[config.mk]
export PLATFORM = sky130hd
export DESIGN_NAME = wave_sample_rom
export DESIGN_NICKNAME = d
export VERILOG_FILES = /design/src/rtl/wave_pkg.sv /design/src/rtl/wave_sample_rom.sv
export SDC_FILE = /design/constraint.sdc
export NUM_CORES = 1
export LEC_CHECK = 0
export ABC_CLOCK_PERIOD_IN_PS = 800
export BUFFER_PORTS_ARGS = -buffer_cell sky130_fd_sc_hd__buf_4
export CORE_MARGIN = 2
export CORE_UTILIZATION = 40
export CTS_CLUSTER_DIAMETER = 150
export DETAILED_ROUTE_END_ITERATION = 6
export HOLD_SLACK_MARGIN = 0.12
export RECOVER_POWER = 25
export SYNTH_ARGS = -nofsm -noshare
export SYNTH_HDL_FRONTEND = slang
export SYNTH_SLANG_ARGS = --single-unit
[constraint.sdc]
create_clock -name clk -period 0.8 [get_ports clk]
set_input_delay 0.04 -clock clk [delete_from_list [all_inputs] [get_ports clk]]
set_output_delay 0.04 -clock clk [all_outputs]
set_load 0.05 [all_outputs]
[src/rtl/wave_pkg.sv]
// Shared definitions for the sine-wave sample ROM.
// Holds the address/data widths, the sample type, the reset (DAC mid-scale) value and the
// constant one-period sine table: round(2048 + 2047*sin(2*pi*k/16)), k = 0..15.
package wave_pkg;

    localparam int unsigned ADDR_W = 4;
    localparam int unsigned DATA_W = 12;
    localparam int unsigned DEPTH  = 2 ** ADDR_W;

    typedef logic [DATA_W-1:0] sample_t;
    typedef logic [ADDR_W-1:0] addr_t;

    localparam sample_t RESET_VALUE = 12'd2048;

    localparam sample_t SINE_TABLE [DEPTH] = '{
        12'd2048, 12'd2831, 12'd3495, 12'd3939,
        12'd4095, 12'd3939, 12'd3495, 12'd2831,
        12'd2048, 12'd1265, 12'd601,  12'd157,
        12'd1,    12'd157,  12'd601,  12'd1265
    };

endpackage

[src/rtl/wave_sample_rom.sv]
// Synchronous sine-wave sample ROM.
// Returns the table entry for the applied address one clock later.
// Ports:
//   clk      - system clock, rising edge
//   rst      - asynchronous reset, active-low; forces sample to mid-scale (2048)
//   address  - table index (all 16 values valid)
//   sample   - registered 12-bit unsigned offset-binary sample
module wave_sample_rom
    import wave_pkg::*;
(
    input  logic              clk,
    input  logic              rst,
    input  logic [ADDR_W-1:0] address,
    output logic [DATA_W-1:0] sample
);

    sample_t sample_q;

    // Output is only ever driven from the register: no combinational address-to-sample path.
    always_ff @(posedge clk or negedge rst) begin
        if (!rst) begin
            sample_q <= RESET_VALUE;
        end else begin
            sample_q <= SINE_TABLE[address];
        end
    end

    assign sample = sample_q;

endmodule

* Yosys cells after proc, flatten, opt, wreduce, memory -nomap -nowiden *
Memories as Yosys holds them, arrays and structs flattened. A register that Yosys moved wholly into a read port is not among the register bits.
Index checks and enable logic that the tools add are counted.

operators by class
  reduce and logical (&&, ||, !) cells = 1
  bitwise logic cells = 1

operators with widths
  kind                              number
  4-bit inverter with 5-bit output  1
  1-bit logical NOT                 1

word-level totals
  bits of input ports = 6
  bits in read-only memories = 192
  memories = 1
  output and inout bits = 12
  bits in registers = 0
  logic and storage cells = 3

memory list
  memory           words  bits a word  read ports  clocked after memory_dff  wr ports  line                   source
  (no name shown)  16     12           1           1                         0         wave_sample_rom.sv:24  sample_q <= SINE_TABLE[address];

* Logic depth before layout (Yosys ltp) *
  depth in word-level cells = 1
  mapped depth = 4
  depth with buffers taken out = 4

* Least setup slack after synthesis *
OpenSTA, ideal clock, no wires.

  path type = input to register
  start = input port address[0]
  end = register sample_q[2] (netlist: sample[2])
  stages = 3
  library setup time = 140 ps
  setup slack = -229 ps
  buffers on the path = 0
  required time = 660 ps
  arrival = 889 ps
  path through = inv_1 ha_1 mux4_1

between the ends
  word-level cells in the longest chain between the ends = 1

ends and longest elaborated chain
  element                                                 line                   source
  start, declared                                         wave_sample_rom.sv:13  input logic [ADDR_W-1:0] address,
  4-bit inverter with 5-bit output (implied by the code)  wave_sample_rom.sv:24
  end, declared                                           wave_sample_rom.sv:17  sample_t sample_q;

No other way between the ends.

* Final worst setup path *
  start = register sample_q[11] (netlist: sample[11])
  end = output port sample[11]

RTL lines
  element        line                   source
  end, declared  wave_sample_rom.sv:14  output logic [DATA_W-1:0] sample

No word-level cell between the ends.

==> results.toml <==
[finish]
post_layout_nonfiller_instances = 93
n_fill_cell = 103
multi_input_area_um2 = 298
drive_gt1_share_pct = 51.3
synthToLayoutAreaGrowth_pct = 54.7
diodes = 0
seqCellArea_um2 = 254
design_area_um2 = 906
largest_register_ffs = 10
fin_nets = 93

[floorplan]
chipHeight_um = 42.3
start_util_pct = 43.9
std_cell_rows = 13
die_area_um2 = 1790
core_um2 = 1330
die_w_um = 42.3
io_pins = 18

[setup_path]
cp-startpoint = "sample[11]"
worstPathRequired_ns = 0.76
critical-path-slowest-cell = "dfstp_2"
cp_max_fo = 1
critPathLaunchType = "register"
crit_chain = "buf_8"
critPathMaxStageDelay_ns = 0.53
path_class = "register to primary output"
setup.worst_path.end_class = "primary output"
critPathTopFamily = "flip-flops"
cp_num_buf_inv = 1
crit_arrival_ns = 0.94

[global_route]
grtUsageMet2_pct = 20.3
grt_pass1_wl_um = 1720
antenna_found_initial = 0
grt_max_degree = 11
grt.met1_usage_pct = 15.2
use_met3_pct = 4.31
busiest_layer = "met2"
grt_pass1_vias = 409
grt_use_total_pct = 13.4
overflow = 0

[synth]
syn_inst = 48
syn_nets = 62
synth-seq-area-share_pct = 42.9
netlist_area_um2 = 586
synth_warnings = 0
yosys.cell_types.count = 18
syn_area_per_cell_um2 = 12.2
ys_ff_latch = 10

[sta]
tightest_slew_ns = 0.489
setup_ws_ns = -0.180
rsz0062_at_grt = "true"
period_minus_slack_ns = 0.980
period_share_pct = 122
slew_violations = 0
maxSlewHeadroom_pct = 67.4
setup_viol = 12
timing.fmax_ghz = 1.02
whs_ns = 0.120
hold_viol = 0

[pwr]
p_per_area_nw_per_um2 = 1740
ir_worst_vdd_mv = 0.646
finalPower_mw = 1.58
power_leakage_nw = 0.452

[clocking]
cts_sinks = 10
root_buffer = "clkbuf_4"
cts_made_buffers = 3
clockBufferDepth = 2
cts_max_level = 1
cts_tree = "built"
clk_pin_slew_ns = 0.06

[worst_hold_path]
hold_depth = 3
hold_path_class = "input pin to register"
hold_path_end = "sample[11]"
hold_path_startpoint = "address[2]"

[placed_design]
place_area_um2 = 785
place.port_buffers = 17
post-place-ws_ns = -0.327
dp.final_hpwl_um = 808
dp_cells = 86
place_congestion = 0.675

[detailed_routing]
drtIter0Drc = 3
num_vias = 427
drc = 0
wl_per_cell_um = 10.9
wl_um = 1010
antenna_left = 0
viasPerCell = 4.59
dr.pass1.iters = 3

[flow_run]
cap_violations = 0

[run_status]
status = "complete, but fails checks"
violations = "setup timing"
## layer usage
metal / wire [um] / part of all wire, %
met5: 0 / 0
met4: 37 / 3.7
met3: 86 / 8.5
met2: 458 / 45
met1: 431 / 43
## what timing repair did
| action | 4_1_cts | 5_1_grt |
|---|---|---|
| pin swaps | 0 | 1 |
| resized for setup | 14 | 4 |
| endpoints found under the setup margin | 14 | 18 |
| hold buffers | 3 | 0 |
| endpoints found under the hold margin | 15 | 0 |
| buffers inserted | 0 | 0 |
## cells in the final DEF, fill, tap and decap left out, types with 2 or more instances in the layout
| cell | count |
|---|---|
| inv_1 | 3 |
| dfrtp_2 | 2 |
| buf_6 | 11 |
| mux4_2 | 2 |
| dlygate4sd3_1 | 2 |
| dfrtp_1 | 7 |
| mux2i_1 | 5 |
| inv_2 | 2 |
| clkbuf_4 | 3 |
| buf_4 | 14 |
| xor2_1 | 2 |
| ha_1 | 6 |
| nor2_1 | 2 |
| nand2_1 | 3 |
## synth_stat cells
library cell / n / area, um2
o21ai_0: 1 / 5.00
inv_1: 5 / 18.8
mux2i_1: 5 / 50.1
mux4_2: 1 / 22.5
o31ai_1: 2 / 15.0
xor2_1: 2 / 17.5
dfstp_2: 1 / 26.3
nor3b_1: 1 / 7.51
nor2_1: 2 / 7.51
dfrtp_1: 9 / 225
nor2b_1: 1 / 6.26
buf_4: 3 / 22.5
mux4_1: 1 / 26.3
nand2b_1: 1 / 6.26
and2_1: 1 / 6.26
ha_1: 8 / 100
nand2_1: 3 / 11.3
buf_6: 1 / 11.3
## stage by stage
stage	utilization (%)	setup TNS [ns]
5_1_grt	67.9	-1.08
3_3_place_gp	58.8	-1.57
4_1_cts	67.4	-1.20
6_report	67.9	-0.693
3_5_place_dp	58.8	-1.74
2_1_floorplan	-	-0.254
## report_power, final
group / internal, mW / switching (mW)
registers: 0.556 / 0.0249
clock network: 0.276 / 0.171
logic: 0.231 / 0.318
total: 1.06 / 0.513
## how the worst max path moves through the flow
stage,endpoint,slack [ns],cells past startpoint
global placement,sample[2],-0.31,4
finish,sample[11],-0.18,1
floorplan,sample[2],-0.16,3
detailed placement,sample[2],-0.33,4
CTS,sample[11],-0.19,1
global route,sample[11],-0.21,1
## cells by family (layout without fill, tap and decap cells)
group                    count (synthesis)  count (layout)  share of synthesized area [%]
AND/OR/NAND/NOR                          9               9                           7.70
XOR/XNOR                                 2               2                           2.99
flip-flops                              10              10                           43.0
buffers and inverters                    9              39                           8.97
AO/OA/AOI/OAI                            3               3                           3.42
adder cells (fa/ha/maj)                  8               8                           17.1
multiplexers                             7               7                           16.9
## cell type report
| class | instances | area share [%] |
|---|---|---|
| repair buffers | 30 | 30.9 |
| well taps | 15 | 2.07 |
| flip-flops and latches | 10 | 28.0 |
| multi-input cells | 29 | 32.9 |
| inverters | 5 | 2.07 |
| clock buffers | 4 | 4.01 |
No activity file was read; power rests on OpenSTA's default activity.
